--- config.mk ---
export PLATFORM = sky130hd
export DESIGN_NAME = compensation_column_ctrl
export DESIGN_NICKNAME = d
export VERILOG_FILES = /design/src/rtl/compensation_column_ctrl.sv
export SDC_FILE = /design/constraint.sdc
export NUM_CORES = 1
export LEC_CHECK = 0
export ABC_AREA = 1
export CORE_AREA = 2 2 70 86
export CTS_BUF_LIST = sky130_fd_sc_hd__clkbuf_4
export CTS_CLUSTER_DIAMETER = 80
export DETAILED_ROUTE_END_ITERATION = 8
export DIE_AREA = 0 0 72 88
export GPL_TIMING_DRIVEN = 0
export PLACE_DENSITY = 0.73
export REMOVE_ABC_BUFFERS = 1
export SYNTH_ARGS = -nofsm -noshare
export SYNTH_HDL_FRONTEND = slang
export SYNTH_SLANG_ARGS = --single-unit
--- constraint.sdc ---
create_clock -name clk -period 2.7 [get_ports clk]
set_clock_uncertainty 0.05 [all_clocks]
set_input_delay 0.54 -clock clk [delete_from_list [all_inputs] [get_ports clk]]
set_output_delay 0.54 -clock clk [all_outputs]
set_load 0.005 [all_outputs]
--- src/rtl/compensation_column_ctrl.sv ---
// Column controller for a chain of compensation PEs: loads N_ROWS weights deepest-first,
// streams activation vectors, then drains the pipeline and pulses done.
//
// state  | meaning
// IDLE   | waiting for start; inputs latched on start
// LOAD   | N_ROWS weight reads plus one cycle for the last read to return
// STREAM | accepting num_act activation vectors, stalls on gaps
// DRAIN  | N_ROWS cycles for the last activation to reach the column tail
// DONE   | one-cycle done pulse, then back to IDLE
module compensation_column_ctrl #(
    parameter int N_ROWS = 4,
    parameter int ADDR_W = 10,
    parameter int CNT_W  = 8
) (
    input  logic              clk,
    input  logic              rst,
    input  logic              start,
    input  logic [ADDR_W-1:0] base_addr,
    input  logic [CNT_W-1:0]  num_act,
    output logic              cmem_rd_en,
    output logic [ADDR_W-1:0] cmem_addr,
    input  logic [2:0]        cmem_rdata,
    output logic [2:0]        cw_out,
    output logic              cw_valid,
    input  logic              act_in_valid,
    output logic              act_in_ready,
    output logic              act_valid,
    output logic              psum_valid,
    output logic              busy,
    output logic              done
);

    localparam int TW = $clog2(N_ROWS + 1);

    localparam logic [2:0] S_IDLE   = 3'd0;
    localparam logic [2:0] S_LOAD   = 3'd1;
    localparam logic [2:0] S_STREAM = 3'd2;
    localparam logic [2:0] S_DRAIN  = 3'd3;
    localparam logic [2:0] S_DONE   = 3'd4;

    logic [2:0]        state;
    logic [TW-1:0]     tmr;
    logic [CNT_W-1:0]  rem;
    logic [ADDR_W-1:0] base_q;
    logic              cw_valid_q;
    logic [N_ROWS-1:0] psum_sr;

    // Down-counter tmr doubles as the weight index during LOAD (N_ROWS-1 .. 0 -> tmr N_ROWS .. 1)
    assign cmem_rd_en   = (state == S_LOAD) && (tmr != '0);
    assign cmem_addr    = cmem_rd_en ? (base_q + ADDR_W'(tmr - TW'(1))) : '0;
    assign cw_valid     = cw_valid_q;
    assign cw_out       = cw_valid_q ? cmem_rdata : 3'd0;
    assign act_in_ready = (state == S_STREAM) && (rem != '0);
    assign act_valid    = act_in_valid && act_in_ready;
    assign psum_valid   = psum_sr[N_ROWS-1];
    assign busy         = (state != S_IDLE);
    assign done         = (state == S_DONE);

    always_ff @(posedge clk or posedge rst) begin
        if (rst) begin
            state      <= S_IDLE;
            tmr        <= '0;
            rem        <= '0;
            base_q     <= '0;
            cw_valid_q <= 1'b0;
            psum_sr    <= '0;
        end else begin
            cw_valid_q <= cmem_rd_en;
            psum_sr[0] <= act_valid;
            for (int i = 1; i < N_ROWS; i++) begin
                psum_sr[i] <= psum_sr[i-1];
            end

            case (state)
                S_IDLE: begin
                    if (start) begin
                        base_q <= base_addr;
                        rem    <= num_act;
                        tmr    <= TW'(N_ROWS);
                        state  <= S_LOAD;
                    end
                end
                S_LOAD: begin
                    if (tmr == '0) begin
                        tmr   <= TW'(N_ROWS - 1);
                        state <= (rem != '0) ? S_STREAM : S_DRAIN;
                    end else begin
                        tmr <= tmr - TW'(1);
                    end
                end
                S_STREAM: begin
                    if (act_valid) begin
                        rem <= rem - CNT_W'(1);
                        if (rem == CNT_W'(1)) begin
                            tmr   <= TW'(N_ROWS - 1);
                            state <= S_DRAIN;
                        end
                    end
                end
                S_DRAIN: begin
                    if (tmr == '0) begin
                        state <= S_DONE;
                    end else begin
                        tmr <= tmr - TW'(1);
                    end
                end
                S_DONE: begin
                    state <= S_IDLE;
                end
                default: begin
                    state <= S_IDLE;
                end
            endcase
        end
    end

endmodule
==> summary.md <==
| Metric | Value |
|---|---|
| Unrepaired setup endpoints after global routing | `true` |
| Critical Path Stages | `14` |
| Final WL | `5.48 mm` |
| Drt pass-1 iters | `4` |
| Yosys top cell by area | `dfrtp_1` |
| WS Path Type | `reg2out` |
| Synthesized area per cell | `7.43 sq um` |
| Area growth, synth to finish | `45.8%` |
| Endpoints failing setup | `7` |
| Leak | `1.54 nW` |
| Hold Crit Class | `reg2reg` |
| Slowest-stage cell, CP | `dfrtp_1` |
| Worst path arrival time | `2.26 ns` |
| H-tree depth reported by CTS | `2` |
| Period minus WS final | `between 2 and 3 ns` |
| # clock sinks | `29` |
| Die H | `88 microns` |
| Die Area | `6340 sq um` |
| Largest family of logic cells by synthesized area | `simple AND/OR/NAND/NOR gates` |
| Initial antenna violation count | `0` |
| Setup slack after layout | `-0.149 ns` |
| Slew Limit Fails | `0` |
| Crit path max fanout | `5` |
| Peak VDD IR | `a little under 600 uV` |
| Library cells used by synthesis | `33` |
| Delay-heaviest family, CP | `buffers and inverters` |
| Failing checks | `negative setup slack` |
| Power density over the cells | `around 1500 nW/um^2` |
| Initial DRC count | `122` |
| Post-synthesis mux area share | `0.0614` |
| Main flop type after synthesis | `dfrtp_1` |
| Row Count | `30` |
| Root Buffer | `clkbuf_4` |
| Final Net Count | `397` |
| Total of max-cap violations | `0` |
| Reg2Reg Setup Slack | `0.93 ns` |
| Slew headroom | `0.232` |
| Gpl congestion | `about 0.84` |
| CP peak stage delay | `roughly 0.43 ns` |
| Vias | `2110` |
| Critical-path cell list | `inv_4 -> buf_12 -> ha_4 -> inv_2 -> fa_2 -> inv_2 -> nand3_2 -> buf_4 -> nand2_2 -> nand2_2 -> nand3_2 -> nand2_1 -> nor2_1 -> buf_2` |
| Dominant cells by area after synthesis | `dfrtp_1 34%, nand2_1 15%, ha_1 7.6%` |
| Inserted Clock Buffers | `5` |
| Clk_lat worst skew | `roughly 0.33 ns` |
| Crit path buffers/inverters | `6` |
| Largest net degree at the start of global routing | `30` |
| Residual DRC | `0` |
| Remaining antenna violation count after routing | `0` |
| Register bit count reported by yosys | `29` |
| Finished layout cell area | `between 3000 and 4000 sq um` |
| Post-synthesis cell area | `2140 sq um` |
| Critical Path End | `cmem_addr[8]` |
| Vias/cell | `between 4 and 5` |
| Fmax | `351 MHz` |
| Adder-Cell Fraction of Synth Area | `0.0854` |
| Synth Area in Simple Gates | `0.326` |
| Ys Warns | `0` |
| Core ar. | `around 5500 sq um` |
| Gr usage total | `0.181` |
| Worst path required time | `2.11 ns` |
| XOR/XNOR Fraction of Synth Area | `0.00409` |
| N_diodes | `0` |
| Io pins | `45` |
| Clk pin slew, worst setup/hold paths | `0.10 ns` |
| WL/cell | `13.0 microns` |
| First-pass GRT wire length | `9.03 mm` |
| Post-synth EDFFs | `0` |
| Register-to-Register Path Depth | `8` |
| Tot Pwr | `4.60 mW` |
| Global route total overflow | `0` |
| Post-synth top area share | `0.339` |
| CTS tree | `built` |
| Fin crit share | `1.06` |
| Fraction of registers with async set/reset | `1.00` |
| Worst R2R Start | `state[1]` |
| Status | `complete, but fails checks` |
| Synthesized instance count | `288` |
| Finished Layout Cells | `~420` |
| Post-Place Cells | `393` |
| Hold_ws | `0.309 ns` |
| DP HPWL | `3.51 mm` |
| Element type at the critical path start | `flip-flop` |
| CP Capture Type | `primary output` |
| # port buffers | `44` |
| Vias in the first global route | `2085` |
| Hold Fails Final Rpt | `0` |
| Layout cells sized above 1 | `0.315` |
| Most frequent cell after synthesis | `nand2_1` |
| Die W | `just over 70 microns` |
| Maximum buffer depth of the clock tree | `2` |
| Compound-Gate Fraction of Synth Area | `0.0947` |
| Sequential-to-total area share from yosys stat | `0.339` |
| Reg-to-reg endpoint | `rem[4]` |
| Worst slew pin tran | `1.15 ns` |
| CP startpoint | `tmr[0]` |
| Cell Area, Placed | `about 2600 sq um` |
| Post-synth top cells | `86 x nand2_1, 38 x inv_1, 32 x nor2_1, 29 x dfrtp_1, 18 x nand3_1` |
| Initial Util | `0.388` |
| Hold-fix buffers at CTS | `0` |
worst register-to-register path, cell delays in order, from the launching register on:
cell     delay, ns
dfrtp_1       0.41
inv_2         0.14
nand2_1       0.12
nor2_2        0.15
nand2_2       0.28
nand2_4       0.29
inv_1         0.11
nand2_1       0.07
nand2_1       0.04
kinds of logic after synthesis:
kind of cell    count (synthesis)
xor+xnor                        1
fa+ha+maj                      14
compound gates                 36
simple gates                  154
mux                             9
flops                          29
buf+inv                        45
report_power, final:
part	leakage (nW)	switching, mW	total, mW	internal [mW]
clock	0.0389	0.169	0.361	0.192
combinational	1.14	1.81	3.43	1.62
sequential	0.357	0.178	0.814	0.635
placed cells by master, fill, tap and decap left out, types with 2 or more instances in the layout:
master / n
nand2_2: 8
nand2_1: 77
ha_4: 11
nor2_2: 6
nor2_8: 2
nand2_4: 5
clkdlybuf4s50_1: 35
o21ai_1: 5
buf_2: 6
clkinvlp_4: 2
o21ai_0: 9
nand3_2: 6
nand4_1: 6
mux2_4: 8
a21oi_2: 7
clkbuf_4: 5
inv_2: 8
dfrtp_1: 28
inv_4: 3
nand3_1: 12
nor2_1: 27
buf_4: 20
a21oi_1: 8
o21ai_2: 4
inv_1: 30
ha_1: 2
sequential cells by signal, indices dropped and copies added, names as in the netlist:
name and flops:
state 3, cw_valid 1, base_q 10, psum_sr 4, rem 8, tmr 3
worst min path at each step:
stage / start / end / slack, ns / cells after the start
detailed placement: psum_sr[1] / psum_sr[2] / 0.28 / 0
floorplan: psum_sr[0] / psum_sr[1] / 0.28 / 0
CTS: psum_sr[2] / psum_sr[3] / 0.30 / 0
global route: psum_sr[2] / psum_sr[3] / 0.31 / 0
global placement: psum_sr[1] / psum_sr[2] / 0.28 / 0
finish: psum_sr[1] / psum_sr[2] / 0.31 / 0
area by class of cell:
cell class              instances  area [sq um]
multi-input cells             214          1480
repair buffers                 66           591
fillers                       502          2400
clock buffers                   5          37.5
inverters                      42           169
well taps                      64          80.1
flip-flops and latches         29           727
clock inverters                 3          41.3
metal layers:
| layer | track usage | vias to the layer above | wire length (microns) |
|---|---|---|---|
| met4 | 0.0858 | 0 | 126 |
| met1 | 0.204 | 981 | 2230 |
| li1 | - | 1057 | - |
| met2 | 0.331 | 58 | 2920 |
| met5 | 0 | - | 0 |
| met3 | 0.0288 | 14 | 212 |
through the flow:
stage | utilization | worst slack (ns) | TNS [ns]
6_report | 0.566 | -0.149 | -0.596
5_1_grt | 0.566 | -0.241 | -1.37
4_1_cts | 0.545 | -0.109 | -0.278
3_5_place_dp | 0.476 | -0.426 | -1.83
3_3_place_gp | 0.476 | -0.379 | -1.39
2_1_floorplan | - | 0.293 | 0
timing repair:
item / in CTS / in global routing
pin swaps: 21 / 14
resized for setup: 76 / 18
setup endpoints to repair: 11 / 11
setup buffers: 14 / 9
Note: power is estimated with default switching activity, not from simulation.
